File: config.mk
export PLATFORM = sky130hd
export DESIGN_NAME = instruction_queue_flat
export DESIGN_NICKNAME = d
export VERILOG_FILES = /design/src/rtl/instruction_queue_pkg.sv /design/src/rtl/instruction_queue_if.sv /design/src/rtl/instruction_queue_iq_ptr_ctrl.sv /design/src/rtl/instruction_queue.sv /design/src/flat_wrapper.sv
export SDC_FILE = /design/constraint.sdc
export NUM_CORES = 1
export LEC_CHECK = 0
export BUFFER_PORTS_ARGS = -buffer_cell sky130_fd_sc_hd__buf_2
export CAP_MARGIN = 15
export CORE_AREA = 2 2 72 53
export CTS_CLUSTER_SIZE = 8
export DETAILED_ROUTE_END_ITERATION = 10
export DIE_AREA = 0 0 74 55
export GPL_TIMING_DRIVEN = 0
export PLACE_DENSITY = 0.76
export SLEW_MARGIN = 0
export SYNTH_ARGS = -nofsm -noshare
export SYNTH_HDL_FRONTEND = slang
export SYNTH_SLANG_ARGS = --single-unit
File: constraint.sdc
create_clock -name clk -period 2.6 [get_ports clk]
set_input_delay 0.39 -clock clk [delete_from_list [all_inputs] [get_ports clk]]
set_output_delay 0.39 -clock clk [all_outputs]
set_load 0.005 [all_outputs]
File: src/rtl/instruction_queue_pkg.sv
// Shared CPU definitions for the fetch/decode path: default word and field widths,
// opcode encoding and instruction field slice positions. Also used by the decoder.
package instruction_queue_pkg;

    localparam int IQ_DATA_W = 8;
    localparam int IQ_OPC_W  = 4;
    localparam int IQ_DEPTH  = 4;

    // Field slice positions within an instruction word
    localparam int OPC_MSB  = IQ_DATA_W - 1;
    localparam int OPC_LSB  = IQ_DATA_W - IQ_OPC_W;
    localparam int OPND_MSB = IQ_DATA_W - IQ_OPC_W - 1;
    localparam int OPND_LSB = 0;

    typedef enum logic [IQ_OPC_W-1:0] {
        OP_NOP   = 4'h0,
        OP_LOAD  = 4'h1,
        OP_STORE = 4'h2,
        OP_ADD   = 4'h3,
        OP_SUB   = 4'h4,
        OP_AND   = 4'h5,
        OP_OR    = 4'h6,
        OP_JMP   = 4'h7,
        OP_BRZ   = 4'h8,
        OP_HALT  = 4'hF
    } opcode_t;

    // Pointer width for a queue of the given depth
    function automatic int unsigned iqPtrWidth(input int unsigned depth);
        return (depth <= 1) ? 1 : $clog2(depth);
    endfunction

endpackage

File: src/rtl/instruction_queue_if.sv
// Fetch-side and decode-side handshake bundle of the instruction queue.
// master = fetch/decode environment, slave = the queue itself.
interface instruction_queue_if
    import instruction_queue_pkg::*;
#(
    parameter int DATA_W = IQ_DATA_W,
    parameter int OPC_W  = IQ_OPC_W,
    parameter int DEPTH  = IQ_DEPTH
);
    localparam int AW = $clog2(DEPTH);

    logic                    flush;
    logic                    in_valid;
    logic                    in_ready;
    logic [DATA_W-1:0]       in_data;
    logic                    out_valid;
    logic                    out_ready;
    logic [OPC_W-1:0]        opcode;
    logic [DATA_W-OPC_W-1:0] operand;
    logic [AW:0]             count;

    modport master (
        output flush, in_valid, in_data, out_ready,
        input  in_ready, out_valid, opcode, operand, count
    );

    modport slave (
        input  flush, in_valid, in_data, out_ready,
        output in_ready, out_valid, opcode, operand, count
    );

endinterface

File: src/rtl/instruction_queue_iq_ptr_ctrl.sv
// Pointer and occupancy control for the instruction queue: write/read pointers
// wrapping modulo DEPTH, occupancy count, full/empty flags and flush handling.
module iq_ptr_ctrl #(
    parameter int DEPTH = 4,
    parameter int AW    = $clog2(DEPTH)
) (
    input  logic          clk,
    input  logic          rst_n,
    input  logic          i_flush,
    input  logic          i_push,
    input  logic          i_pop,
    output logic [AW-1:0] o_wrPtr,
    output logic [AW-1:0] o_rdPtr,
    output logic [AW:0]   o_count,
    output logic          o_full,
    output logic          o_empty
);

    logic [AW-1:0] r_wrPtr;
    logic [AW-1:0] r_rdPtr;
    logic [AW:0]   r_count;
    logic          w_doPush;
    logic          w_doPop;

    assign o_full   = (r_count == (AW+1)'(DEPTH));
    assign o_empty  = (r_count == '0);
    assign w_doPush = i_push & ~o_full;
    assign w_doPop  = i_pop & ~o_empty;

    // Advance pointers and track occupancy; flush wipes the queue and beats any push/pop
    always_ff @(posedge clk or negedge rst_n) begin
        if (!rst_n) begin
            r_wrPtr <= '0;
            r_rdPtr <= '0;
            r_count <= '0;
        end else if (i_flush) begin
            r_wrPtr <= '0;
            r_rdPtr <= '0;
            r_count <= '0;
        end else begin
            if (w_doPush) r_wrPtr <= r_wrPtr + AW'(1);
            if (w_doPop)  r_rdPtr <= r_rdPtr + AW'(1);
            case ({w_doPush, w_doPop})
                2'b10:   r_count <= r_count + (AW+1)'(1);
                2'b01:   r_count <= r_count - (AW+1)'(1);
                default: r_count <= r_count;
            endcase
        end
    end

    assign o_wrPtr = r_wrPtr;
    assign o_rdPtr = r_rdPtr;
    assign o_count = r_count;

endmodule

File: src/rtl/instruction_queue.sv
// DEPTH-entry instruction prefetch queue between fetch and decode. Holds the
// storage array, splits the head word into opcode/operand and, when the macro
// IQ_BYPASS_EN is defined, forwards a fetched word straight to decode while empty.
module instruction_queue
    import instruction_queue_pkg::*;
#(
    parameter int DATA_W = IQ_DATA_W,
    parameter int OPC_W  = IQ_OPC_W,
    parameter int DEPTH  = IQ_DEPTH
) (
    input  logic clk,
    input  logic rst_n,
    instruction_queue_if.slave bus
);

    localparam int AW = $clog2(DEPTH);

    logic [DATA_W-1:0] r_mem [DEPTH];
    logic [AW-1:0]     w_wrPtr;
    logic [AW-1:0]     w_rdPtr;
    logic [AW:0]       w_count;
    logic              w_full;
    logic              w_empty;
    logic              w_bypass;
    logic              w_push;
    logic              w_pop;
    logic              w_outValid;
    logic [DATA_W-1:0] w_head;

`ifdef IQ_BYPASS_EN
    // An empty queue shows the incoming word to decode in the same cycle
    assign w_bypass = w_empty & bus.in_valid & ~bus.flush & rst_n;
`else
    assign w_bypass = 1'b0;
`endif

    // A bypassed word taken by decode this cycle never needs storing
    assign w_push     = bus.in_valid & ~w_full & ~(w_bypass & bus.out_ready);
    assign w_pop      = ~w_empty & bus.out_ready;
    assign w_outValid = ~w_empty | w_bypass;
    assign w_head     = w_bypass ? bus.in_data : r_mem[w_rdPtr];

    iq_ptr_ctrl #(
        .DEPTH (DEPTH),
        .AW    (AW)
    ) u_ptrCtrl (
        .clk     (clk),
        .rst_n   (rst_n),
        .i_flush (bus.flush),
        .i_push  (w_push),
        .i_pop   (w_pop),
        .o_wrPtr (w_wrPtr),
        .o_rdPtr (w_rdPtr),
        .o_count (w_count),
        .o_full  (w_full),
        .o_empty (w_empty)
    );

    // Store accepted fetch words; storage is deliberately left unreset
    always_ff @(posedge clk) begin
        if (w_push & ~bus.flush) begin
            r_mem[w_wrPtr] <= bus.in_data;
        end
    end

    assign bus.in_ready  = ~w_full;
    assign bus.out_valid = w_outValid;
    assign bus.count     = w_count;
    assign bus.opcode    = w_outValid ? w_head[DATA_W-1 -: OPC_W] : '0;
    assign bus.operand   = w_outValid ? w_head[DATA_W-OPC_W-1:0] : '0;

endmodule

File: src/flat_wrapper.sv
// flat-port wrapper written by rule: the top's interface ports become plain ports
module instruction_queue_flat import instruction_queue_pkg::*;
#(
    parameter int DATA_W = IQ_DATA_W,
    parameter int OPC_W  = IQ_OPC_W,
    parameter int DEPTH  = IQ_DEPTH
)
  (clk, rst_n, bus_flush, bus_in_valid, bus_in_data, bus_out_ready, bus_in_ready, bus_out_valid, bus_opcode, bus_operand, bus_count);
  instruction_queue_if #(.DATA_W(DATA_W), .OPC_W(OPC_W), .DEPTH(DEPTH)) bus_i ();
  input  logic clk;
  input  logic rst_n;
  input wire logic [$bits(bus_i.flush)-1:0] bus_flush;
  input wire logic [$bits(bus_i.in_valid)-1:0] bus_in_valid;
  input wire logic [$bits(bus_i.in_data)-1:0] bus_in_data;
  input wire logic [$bits(bus_i.out_ready)-1:0] bus_out_ready;
  output wire logic [$bits(bus_i.in_ready)-1:0] bus_in_ready;
  output wire logic [$bits(bus_i.out_valid)-1:0] bus_out_valid;
  output wire logic [$bits(bus_i.opcode)-1:0] bus_opcode;
  output wire logic [$bits(bus_i.operand)-1:0] bus_operand;
  output wire logic [$bits(bus_i.count)-1:0] bus_count;
  assign bus_i.flush = bus_flush;
  assign bus_i.in_valid = bus_in_valid;
  assign bus_i.in_data = bus_in_data;
  assign bus_i.out_ready = bus_out_ready;
  assign bus_in_ready = bus_i.in_ready;
  assign bus_out_valid = bus_i.out_valid;
  assign bus_opcode = bus_i.opcode;
  assign bus_operand = bus_i.operand;
  assign bus_count = bus_i.count;
  instruction_queue #(.DATA_W(DATA_W), .OPC_W(OPC_W), .DEPTH(DEPTH)) u_core (.clk(clk), .rst_n(rst_n), .bus(bus_i));
endmodule
==> implementation parameters, run 1 <==
Parameter                              Value

Outcome
  Outcome    complete, no violations

Clock tree
  Worst-Skew Late Latency    0.28 ns
  Number of buffers created by CTS    5
  Number of gates resized after CTS    0
  CTS H-tree depth    2
  Buffers from clock root to sink, at most    2
  Clock tree from TritonCTS    yes
  Clock root cell    clkbuf_8
  Worst-path clk slew    0.07 ns
  TritonCTS Sinks    39

Setup path
  CP Data Arrival Time    2.47 ns
  Worst r2r dst    u_core.u_ptrCtrl.o_count[2]
  Number of cells on the worst reg-to-reg path    8
  Top fanout value on the critical path    10
  Type of the worst setup path    reg -> reg
  Worst path required time    2.81 ns
  Critical path launch point    u_core.u_ptrCtrl.o_count[0]
  Worst setup path end    u_core.u_ptrCtrl.o_count[2]
  Beginning of the worst register-to-register path    u_core.u_ptrCtrl.o_count[0]
  Critical Path Start Type    flip-flop
  Crit. End Element    flip-flop
  Reg-to-reg slack, setup    0.34 ns

Detailed routing
  Number of nets still failing antenna checks after routing    0
  Number of design rule violations left after detail routing    0
  Highest metal layer used by the detailed router    met4
  Detailed-route via count    1105
  First-pass iteration count of the detailed router    4
  Met3 routed wirelength    141 um
  Number of design-rule violations left by the first detailed-router iteration    44
  Met2 routed WL    1.53 mm
  DR vias/cell    5.42
  Average wire per standard cell    15.4 um
  Routed wire length    3.13 mm
  Routed metal-1 wirelength    1.43 mm

Timing
  Worst setup skew after layout    0.00506 ns
  Setup repair after global routing missed its margin    no
  Number of hold violations in the final report    0
  Count of final max-slew check failures    0
  # setup viols final    0
  Post-route worst setup slack    0.338 ns
  Transition time of the tightest slew-check pin    0.545 ns
  Final setup TNS    0 ns
  Crit path time final    2.26 ns
  Worst slew margin relative to its limit    63.7%
  Final period utilization    87.0%
  Timing-limited maximum frequency    442 MHz

Synth
  Largest cells by area after synthesis    edfxtp_1 (53%), mux4_2 (9.9%), dfrtp_1 (9.6%)
  Parity-gate share of the synthesized area counting xor and xnor cells    1.44%
  Fraction of the mapped netlist area in simple logic gates    11.1%
  Warnings from Yosys    0
  Mux contribution to synthesized area    10.4%
  Gate Count Post-Synth    120
  Cell accounting for the most synthesized area    edfxtp_1
  Share of the synthesized area in the top cell type    52.7%
  Count of distinct cell types in the synthesized netlist    38
  Dominant combinational cell family by area after synthesis    simple AND/OR/NAND/NOR gates
  Adder-Cell Fraction of Synth Area    3.85%
  Number of synthesized register bits    39
  Synthesized cell area    1820 um2
  Part of the Yosys area used for sequential elements    62.4%
  Compound-gate portion of the synthesized area    6.46%
  Mean post-synth cell area    15.2 um2
  Synthesized Nets    138

Worst hold path
  Cell count of the worst hold path    1
  Hold Crit Class    in -> reg

Floorplanning
  I/O pins    26
  Die boundary width    74 um
  Die Ht    55 um
  Std-Cell Core Area    3400 um2
  Area of the die    4070 um2
  Initial standard-cell utilization of the core    53.6%
  Row count    18

GRT
  Vias in the first global route    1081
  Number of antenna violations at the first check in global routing    0
  Aggregate global routing overflow    0
  Largest net degree at the start of global routing    12
  Wire length of the first global-routing pass    5.09 mm
  Total global routing track utilization    17.8%

Power
  Power, Total    0.00145 W
  Leakage component of the power    0.789 nW
  Pwr Density    689 nW/um2
  Maximum vdd ir drop    464 uV

Cells and area
  Final Cell Area    2100 um2
  Number of nets in the layout    171
  Number of diodes added for antenna fixing    0
  Area Growth Syn to Fin    15.5%
  Fraction of final layout cells sized beyond drive strength 1    31.8%

Place
  Setup WS pre-CTS    0.107 ns
  Port Buf Inserts    24
  Placer Congestion    0.856
  Placed Area    2000 um2
  Final HPWL from detailed placement    2.27 mm

Flow run
  Maximum capacitance violations    0
==> placed cells by master, fill, tap and decap left out, types with 2 or more instances in the layout <==
master / instances
dfrtp_1: 7
nand2b_1: 2
buf_4: 2
clkbuf_8: 5
nor2b_1: 8
inv_1: 8
a31oi_1: 2
buf_2: 27
ha_1: 4
nand3_1: 3
xor2_1: 3
o21ai_0: 4
mux4_2: 8
and2_1: 4
clkbuf_1: 3
nor2_1: 4
a21oi_1: 5
edfxtp_1: 32
==> logic make-up (layout without fill, tap and decap cells) <==
kind of cell,count (synthesis),after routing
AOI/OAI and AO/OA,17,17
xor gates and xnor gates,3,3
adders and majority gates,5,5
buffers and inverters,16,50
DFF,39,39
muxes,9,9
and+or+nand+nor,31,31
==> flip-flops by register name, summed over array words and instances (netlist names) <==
signal                    cells
u_core.u_ptrCtrl.o_wrPtr      2
u_core.r_mem                 32
u_core.u_ptrCtrl.o_count      3
u_core.u_ptrCtrl.o_rdPtr      2
==> Yosys cell counts (all sizes together) <==
library cell and n:
ha 4, xor2 3, clkbuf 2, and4bb 1, nand3 3, dfrtp 7
a311o 1, mux2i 1, inv 8, edfxtp 32, nand2b 2, mux4 8
fa 1, nor3 2, a21oi 5, o311ai 1, and2 4, or2b 1
nor3b 1, o31ai 1, or4 1, o21ai 4, nor2b 8, and3b 1
a31oi 2, nor2 5, buf 6, a2111oi 2, a22o 1, nand3b 1
and3 1
==> per-stage QoR <==
| stage | util [%] | hold WS (ns) | std cells |
|---|---|---|---|
| 4_1_cts | 61.6 | 0.311 | 203 |
| 3_3_place_gp | 58.9 | 0.233 | 194 |
| 2_1_floorplan | - | 0.0944 | 120 |
| 3_5_place_dp | 58.9 | 0.237 | 194 |
| 5_1_grt | 61.8 | 0.315 | 204 |
| 6_report | 61.8 | 0.314 | 204 |
==> layer usage <==
metal	global-route usage, %	up-vias
met3	4.89	4
li1	-	517
met1	23.8	556
met4	4.55	0
met2	29.6	28
met5	0	-
==> layout make-up <==
type	count	area, um2
clock inverter	1	5.00
clock buffer	7	76.3
buffer	8	48.8
fill	262	1300
tap	50	62.6
inverter	8	30.0
multi-input combinational	65	607
sequential	39	1140
timing repair buffer	26	138
==> worst min-delay path by stage <==
stage	from	endpoint	slack, ns
6_report	bus_in_data[1]	u_core.r_mem[3][1]	0.31
5_1_grt	bus_in_data[4]	u_core.r_mem[2][4]	0.32
4_1_cts	bus_in_data[1]	u_core.r_mem[3][1]	0.31
3_5_place_dp	rst_n	u_core.u_ptrCtrl.o_wrPtr[0]	0.24
3_3_place_gp	rst_n	u_core.u_ptrCtrl.o_wrPtr[1]	0.23
2_1_floorplan	rst_n	u_core.u_ptrCtrl.o_count[0]	0.09
==> where the power goes <==
group          switching [W]  total, W  internal (W)  leakage [nW]
clock               0.000193  0.000381      0.000188        0.0422
combinational       0.000176  0.000344      0.000168         0.362
sequential         0.0000158  0.000725      0.000709         0.385
==> critical path, stage by stage, from the launching register on <==
cell and delay, ns:
dfrtp_1 0.46, buf_6 0.18, nor3_4 0.19, inv_1 0.07, and3_1 0.18, fa_1 0.44
and3b_1 0.21, a311o_1 0.31, a31oi_1 0.15
==> repair_timing <==
action / 4_1_cts / 5_1_grt
endpoints found under the setup margin: 0 / 1
hold endpoints to repair: 7 / 0
buffers inserted: 0 / 1
hold buffers: 1 / 0
Note: power is estimated with default switching activity, not from simulation.
==> inputs of run 2 (changes only) <==
--- a/config.mk
+++ b/config.mk
@@ -5,7 +5,7 @@
 export SDC_FILE = /design/constraint.sdc
 export NUM_CORES = 1
 export LEC_CHECK = 0
-export BUFFER_PORTS_ARGS = -buffer_cell sky130_fd_sc_hd__buf_2
+export BUFFER_PORTS_ARGS = -buffer_cell sky130_fd_sc_hd__buf_4
 export CAP_MARGIN = 15
 export CORE_AREA = 2 2 72 53
 export CTS_CLUSTER_SIZE = 8
==> run 2 against run 1 <==
Die area did not move. Count of clock-buffer cells in the layout fell by 2. Clock skew fell by 0.00059 ns. Non-clock buffer count did not move. Largest power group unchanged. Routed wire length rose by 6.5%. Total power rose by 17%. Worst hold slack got worse by 0.020 ns. Via count did not move. Critical path type unchanged. Utilization rose by 3.4 points. Setup slack got worse by 0.030 ns. Sequential power barely moved. Combinational power rose by 11%.
==> implementation parameters, run 2 (same netlist as run 1, synthesis figures left out) <==
Parameter                              Value

Outcome
  Outcome    complete, no violations

Setup path
  Beginning of the worst register-to-register path    u_core.u_ptrCtrl.o_count[0]
  Cell class contributing the biggest share of worst-path delay    simple AND/OR/NAND/NOR gates
  Number of cells on the worst reg-to-reg path    8 (unchanged)
  Worst r2r dst    u_core.u_ptrCtrl.o_count[2]
  Reg-to-reg slack, setup    0.31 ns (-0.03 ns)
  Worst path required time    2.81 ns (about the same)
  Top fanout value on the critical path    10 (unchanged)
  Critical Path Start Type    flip-flop
  CP Data Arrival Time    2.50 ns (+0.03 ns)
  Crit. End Element    flip-flop
  Max stage delay cell, worst path    fa_1
  Worst Path Buf+Inv    2 (unchanged)
  Delay of the slowest cell on the worst path    0.45 ns (about the same)
  Type of the worst setup path    reg -> reg
  Cell Chain, Critical Path    buf_6 > nor3_4 > inv_1 > and3_1 > fa_1 > and3b_1 > a311o_1 > a31oi_1

Detailed routing
  Routed wire length    3.34 mm (+6.5%)
  Number of nets still failing antenna checks after routing    0 (unchanged)
  Number of design-rule violations left by the first detailed-router iteration    78 (+77%)
  DR vias/cell    5.42 (unchanged)
  Number of design rule violations left after detail routing    0 (unchanged)
  First-pass iteration count of the detailed router    4 (unchanged)
  Average wire per standard cell    16.4 um (+6.5%)
  Detailed-route via count    1105 (unchanged)

Floorplanning
  Row count    18 (unchanged)
  Area of the die    4070 um2 (unchanged)
  Initial standard-cell utilization of the core    53.6% (unchanged)
  Die Ht    55 um (unchanged)
  I/O pins    26 (unchanged)
  Die boundary width    74 um (unchanged)
  Std-Cell Core Area    3400 um2 (unchanged)

Timing
  Crit path time final    2.29 ns (+0.0303 ns)
  Timing-limited maximum frequency    436 MHz (-1.3%)
  Final setup TNS    0 ns (unchanged)
  Count of final max-slew check failures    0 (unchanged)
  Number of hold violations in the final report    0 (unchanged)
  # setup viols final    0 (unchanged)
  Final period utilization    88.2% (+1.2 points)
  Worst setup skew after layout    0.00447 ns (-0.000589 ns)
  Fin Hold WS    0.294 ns (-0.0199 ns)
  Setup repair after global routing missed its margin    no
  Transition time of the tightest slew-check pin    0.601 ns (+0.0568 ns)
  Worst slew margin relative to its limit    59.9% (-3.8 points)

Clock tree
  TritonCTS Sinks    39 (unchanged)
  Number of buffers created by CTS    5 (unchanged)
  Clock root cell    clkbuf_8
  Worst-path clk slew    0.08 ns (about the same)
  Buffers from clock root to sink, at most    2 (unchanged)
  Clock tree from TritonCTS    yes
  CTS H-tree depth    2 (unchanged)
  Worst-Skew Late Latency    0.29 ns (about the same)

Cells and area
  Area Growth Syn to Fin    21.8%
  Most common library cell in the layout ignoring fill and taps    edfxtp_1
  Register containing the most flip-flops in the final layout    u_core.r_mem
  Final Instance Count excl. Fillers    204 (unchanged)
  Highest-count cells in the layout ignoring fill and taps    edfxtp_1 (32), buf_4 (26), mux4_2 (8), nor2b_1 (8), inv_1 (8)
  Number of flip-flops under the largest register name    32 (unchanged)
  Fraction of final layout cells sized beyond drive strength 1    33.1% (+1.3 points)
  Number of nets in the layout    171 (unchanged)
  Number of diodes added for antenna fixing    0 (unchanged)
  Count of filler cells inserted in the layout    248 (-5.3%)

Place
  Final HPWL from detailed placement    2.36 mm (+3.9%)
  Port Buf Inserts    24 (unchanged)
  Placer Congestion    0.848 (-0.91%)
  # placed instances    194 (unchanged)

Power
  Power Internal    0.00129 W (+21%)
  Flop pwr share    42.6% (-7.4 points)
  Switching power of the nets    0.000412 W (+7.2%)
  Clock Power Share    35.0% (+8.7 points)
  Maximum vdd ir drop    434 uV (-6.4%)
  Pwr Density    767 nW/um2 (+11%)
  Power, Total    0.00170 W (+17%)
  Relative contribution of combinational cells to total power    22.4% (-1.3 points)
  Switching share of power    24.2% (-2.3 points)
  Leakage component of the power    0.825 nW (+4.6%)

GRT
  Largest net degree at the start of global routing    14 (+2)
  Wire length of the first global-routing pass    5.01 mm (-1.5%)
  Vias in the first global route    1017 (-5.9%)
  Total global routing track utilization    18.0% (+0.14 points)
  Number of antenna violations at the first check in global routing    0 (unchanged)
  Aggregate global routing overflow    0 (unchanged)

Worst hold path
  Hold Crit Class    in -> reg
  Startpoint of the tightest hold check path    bus_in_data[4]
  Cell count of the worst hold path    1 (unchanged)
  Endpoint of the worst hold path    u_core.r_mem[2][4]

Flow run
  Maximum capacitance violations    0 (unchanged)
-- run 2: cell count changes in the layout (fill, tap and decap cells not counted), sizes merged --
| cell | change |
|---|---|
| clkbuf | -2 |
| clkinv | -1 |
| bufinv | +2 |
| clkinvlp | +1 |
-- run 2: final cells by class --
type                       instances  area, um2  area share, %
clock inverter                     3       67.6           3.05
timing repair buffer              26        198           8.91
buffer                             8       48.8           2.20
multi-input combinational         65        607           27.4
tap                               50       62.6           2.82
sequential                        39       1140           51.2
clock buffer                       5       68.8           3.10
inverter                           8       30.0           1.35
-- run 2: repair_timing --
| action | 4_1_cts | 5_1_grt |
|---|---|---|
| endpoints found under the hold margin | 7 | 0 |
| buffers inserted | 0 | 1 |
| resized for setup | 0 | 0 |
| hold buffers | 1 | 0 |
| setup endpoints to repair | 0 | 1 |
-- run 2: worst max path at each step --
stage                                  endpoint                         from  cells past startpoint
finish              u_core.u_ptrCtrl.o_count[2]  u_core.u_ptrCtrl.o_count[0]                      8
floorplan           u_core.u_ptrCtrl.o_count[2]  u_core.u_ptrCtrl.o_count[0]                      7
global placement    u_core.u_ptrCtrl.o_count[2]  u_core.u_ptrCtrl.o_count[0]                      7
detailed placement  u_core.u_ptrCtrl.o_count[2]  u_core.u_ptrCtrl.o_count[0]                      8
global route        u_core.u_ptrCtrl.o_count[2]  u_core.u_ptrCtrl.o_count[0]                      8
CTS                 u_core.u_ptrCtrl.o_count[2]  u_core.u_ptrCtrl.o_count[0]                      8
-- run 2: metal layers --
layer / up-vias / routed length (um) / global-route usage (%)
li1: 517 / - / -
met1: 550 / 1450 / 22.9
met2: 35 / 1660 / 29.6
met3: 3 / 199 / 5.07
met4: 0 / 23 / 7.27
met5: - / 0 / 0
-- run 2: metrics by stage --
step	utilization, %	worst slack, ns	instance area, um2
final	65.2	0.308	2220
after global routing	65.2	0.196	2220
after floorplan	-	0.335	1820
after detailed placement	60.7	0.0174	2060
after CTS	65.0	0.00828	2210
after global placement	60.7	0.136	2060
-- run 2: power groups by stage --
| stage | clock network, W | registers, W | logic [W] |
|---|---|---|---|
| 2_1_floorplan | 0 | 0.000736 | 0.000233 |
| 3_3_place_gp | 0 | 0.000736 | 0.000361 |
| 3_5_place_dp | 0 | 0.000739 | 0.000377 |
| 4_1_cts | 0.000603 | 0.000725 | 0.000378 |
| 5_1_grt | 0.000622 | 0.000729 | 0.000418 |
| 6_report | 0.000595 | 0.000725 | 0.000381 |
-- run 2: worst reg2reg max path, stage by stage, from the launching register on --
cell and delay (ns):
dfrtp_1 0.44, buf_6 0.17, nor3_4 0.18, inv_1 0.08
and3_1 0.18, fa_1 0.45, and3b_1 0.22, a311o_1 0.32
a31oi_1 0.17
==> inputs of run 3 (changes only) <==
--- a/config.mk
+++ b/config.mk
@@ -7,10 +7,10 @@
 export LEC_CHECK = 0
 export BUFFER_PORTS_ARGS = -buffer_cell sky130_fd_sc_hd__buf_4
 export CAP_MARGIN = 15
-export CORE_AREA = 2 2 72 53
+export CORE_AREA = 5 5 75 56
 export CTS_CLUSTER_SIZE = 8
 export DETAILED_ROUTE_END_ITERATION = 10
-export DIE_AREA = 0 0 74 55
+export DIE_AREA = 0 0 80 61
 export GPL_TIMING_DRIVEN = 0
 export PLACE_DENSITY = 0.76
 export SLEW_MARGIN = 0
==> run 3 against run 2 <==
Via count fell by 1.9%. Non-clock buffer count grew 1. Global-route usage decreased by 1.5 points. Critical path depth is the same. Clock skew hardly changed. Sequential power is essentially flat. Setup slack gained 0.0035 ns. Routed wire length is 3.1% higher. Combinational power grew 2%.
==> implementation parameters, run 3 (same netlist as run 1, synthesis figures left out) <==
Parameter                              Value

Outcome
  Outcome    complete, no violations

Timing
  Final setup TNS    0 ns (unchanged)
  Transition time of the tightest slew-check pin    0.548 ns (-0.0537 ns)
  Setup repair after global routing missed its margin    no
  Final period utilization    88.0% (-0.13 points)
  Worst setup skew after layout    0.00494 ns (+0.000465 ns)
  Number of hold violations in the final report    0 (unchanged)
  # setup viols final    0 (unchanged)
  Count of final max-slew check failures    0 (unchanged)
  Crit path time final    2.29 ns (-0.00346 ns)
  Worst slew margin relative to its limit    63.5% (+3.6 points)
  Timing-limited maximum frequency    437 MHz (+0.15%)

Setup path
  Top fanout value on the critical path    10 (unchanged)
  Worst path required time    2.82 ns (about the same)
  Max stage delay cell, worst path    dfrtp_1
  Delay of the slowest cell on the worst path    0.45 ns (about the same)
  Type of the worst setup path    reg -> reg
  Number of cells on the worst reg-to-reg path    8 (unchanged)
  Cell Chain, Critical Path    buf_6 > nor3_4 > inv_1 > and3_1 > fa_1 > and3b_1 > a311o_1 > a31oi_1
  Beginning of the worst register-to-register path    u_core.u_ptrCtrl.o_count[0]
  CP Data Arrival Time    2.50 ns (about the same)
  Worst r2r dst    u_core.u_ptrCtrl.o_count[2]
  Critical Path Start Type    flip-flop
  Crit. End Element    flip-flop
  Reg-to-reg slack, setup    0.31 ns (about the same)

Place
  # placed instances    194 (unchanged)
  Port Buf Inserts    24 (unchanged)
  Placer Congestion    0.899 (+6.0%)
  Final HPWL from detailed placement    2.43 mm (+3.1%)

Power
  Power Internal    0.00119 W (-7.3%)
  Pwr Density    730 nW/um2 (-4.8%)
  Clock Power Share    30.5% (-4.5 points)
  Flop pwr share    45.2% (+2.6 points)
  Switching power of the nets    0.000410 W (-0.72%)
  Relative contribution of combinational cells to total power    24.2% (+1.8 points)
  Maximum vdd ir drop    365 uV (-16%)
  Leakage component of the power    0.821 nW (-0.50%)
  Switching share of power    25.5% (+1.3 points)

Detailed routing
  Number of design-rule violations left by the first detailed-router iteration    103 (+32%)
  First-pass iteration count of the detailed router    4 (unchanged)
  Average wire per standard cell    16.8 um (+2.6%)
  Number of nets still failing antenna checks after routing    0 (unchanged)
  Detailed-route via count    1084 (-1.9%)
  DR vias/cell    5.29 (-2.4%)
  Routed wire length    3.44 mm (+3.1%)
  Number of design rule violations left after detail routing    0 (unchanged)

Floorplanning
  Std-Cell Core Area    3420 um2 (+0.66%)
  Initial standard-cell utilization of the core    53.2% (-0.35 points)
  Area of the die    4880 um2 (+20%)
  Die boundary width    80 um (+8.1%)
  I/O pins    26 (unchanged)
  Row count    18 (unchanged)
  Die Ht    61 um (+11%)

GRT
  Global-route met1 utilization    20.0% (-2.9 points)
  Global-route track usage on met3    6.97% (+1.9 points)
  Largest net degree at the start of global routing    13 (-1)
  Wire length of the first global-routing pass    5.55 mm (+11%)
  Number of antenna violations at the first check in global routing    0 (unchanged)
  Total global routing track utilization    16.5% (-1.5 points)
  Most crowded layer after global routing    met2
  GRT met2 Usage    25.7% (-3.9 points)
  Aggregate global routing overflow    0 (unchanged)
  Vias in the first global route    1104 (+8.6%)

Cells and area
  Fraction of final layout cells sized beyond drive strength 1    32.9% (-0.21 points)
  Register containing the most flip-flops in the final layout    u_core.r_mem
  Area Growth Syn to Fin    20.6%
  Number of diodes added for antenna fixing    0 (unchanged)
  Most common library cell in the layout ignoring fill and taps    edfxtp_1
  Number of flip-flops under the largest register name    32 (unchanged)
  Count of filler cells inserted in the layout    262 (+5.6%)
  Number of nets in the layout    172 (+0.58%)
  Final Instance Count excl. Fillers    205 (+0.49%)
  Highest-count cells in the layout ignoring fill and taps    edfxtp_1 (32), buf_4 (27), mux4_2 (8), nor2b_1 (8), inv_1 (8)

Clock tree
  Clock tree from TritonCTS    yes
  Worst-Skew Late Latency    0.29 ns (about the same)
  CTS H-tree depth    2 (unchanged)
  TritonCTS Sinks    39 (unchanged)
  Worst-path clk slew    0.07 ns (about the same)
  Clock root cell    clkbuf_8
  Number of buffers created by CTS    5 (unchanged)
  Buffers from clock root to sink, at most    2 (unchanged)
  Number of gates resized after CTS    0 (unchanged)

Worst hold path
  Endpoint of the worst hold path    u_core.r_mem[3][2]
  Cell count of the worst hold path    1 (unchanged)
  Startpoint of the tightest hold check path    bus_in_data[2]
  Hold Crit Class    in -> reg

Flow run
  Maximum capacitance violations    0 (unchanged)
## run 3: cell types whose count changed in the layout (fill, tap and decap cells not counted)
cell and change:
buf_4 +1, bufinv_16 -1, clkinv_1 +1, clkinv_2 +1, clkinvlp_4 -1
## run 3: how the worst max path moves through the flow
| stage | start | endpoint |
|---|---|---|
| after floorplan | u_core.u_ptrCtrl.o_count[0] | u_core.u_ptrCtrl.o_count[2] |
| after global placement | u_core.u_ptrCtrl.o_count[0] | u_core.u_ptrCtrl.o_count[2] |
| after detailed placement | u_core.u_ptrCtrl.o_count[0] | u_core.u_ptrCtrl.o_count[2] |
| after CTS | u_core.u_ptrCtrl.o_count[0] | u_core.u_ptrCtrl.o_count[2] |
| after global routing | u_core.u_ptrCtrl.o_count[0] | u_core.u_ptrCtrl.o_count[2] |
| final | u_core.u_ptrCtrl.o_count[0] | u_core.u_ptrCtrl.o_count[2] |
## run 3: final cells by class
type / count / area (um2) / share of cell area, %
Multi-Input combinational cell: 65 / 607 / 27.6
Clock inverter: 3 / 38.8 / 1.77
Clock buffer: 5 / 68.8 / 3.13
Inverter: 8 / 30.0 / 1.37
Tap cell: 50 / 62.6 / 2.85
Buffer: 8 / 48.8 / 2.22
Sequential cell: 39 / 1140 / 51.7
Timing Repair Buffer: 27 / 205 / 9.34
## run 3: critical path, delay by kind of cell (launching register included)
kind,cells,cell delay (ns)
simple gates,3,0.60
buf+inv,2,0.26
fa+ha+maj,1,0.43
compound gates,2,0.46
flops,1,0.45
## run 3: power by group through the flow
stage	Clock, W	Sequential [W]	Combinational, W
after floorplan	0	0.000736	0.000233
after global placement	0	0.000736	0.000366
after detailed placement	0	0.000740	0.000373
after CTS	0.000500	0.000726	0.000377
after global routing	0.000533	0.000729	0.000432
final	0.000490	0.000726	0.000388
## run 3: per-stage QoR
step | setup WS, ns | util [%] | hold WS [ns] | cell area [um2] | total power, W
2_1_floorplan | 0.335 | - | 0.0944 | 1820 | 0.000969
4_1_cts | 0.0904 | 63.7 | 0.286 | 2180 | 0.00160
5_1_grt | 0.215 | 64.2 | 0.275 | 2200 | 0.00169
3_5_place_dp | 0.123 | 60.3 | 0.216 | 2060 | 0.00111
3_3_place_gp | 0.128 | 60.3 | 0.211 | 2060 | 0.00110
6_report | 0.311 | 64.2 | 0.296 | 2200 | 0.00160
## run 3: what timing repair did
action | CTS | global route
hold buffers | 1 | 0
endpoints found under the hold margin | 7 | 0
endpoints found under the setup margin | 0 | 1
setup buffers | 0 | 2
## run 3: per-layer routing
metal	part of all wire, %	vias to the layer above
met2	52	25
met3	5.1	4
met5	0	-
met1	42	538
met4	0.87	0
li1	-	517
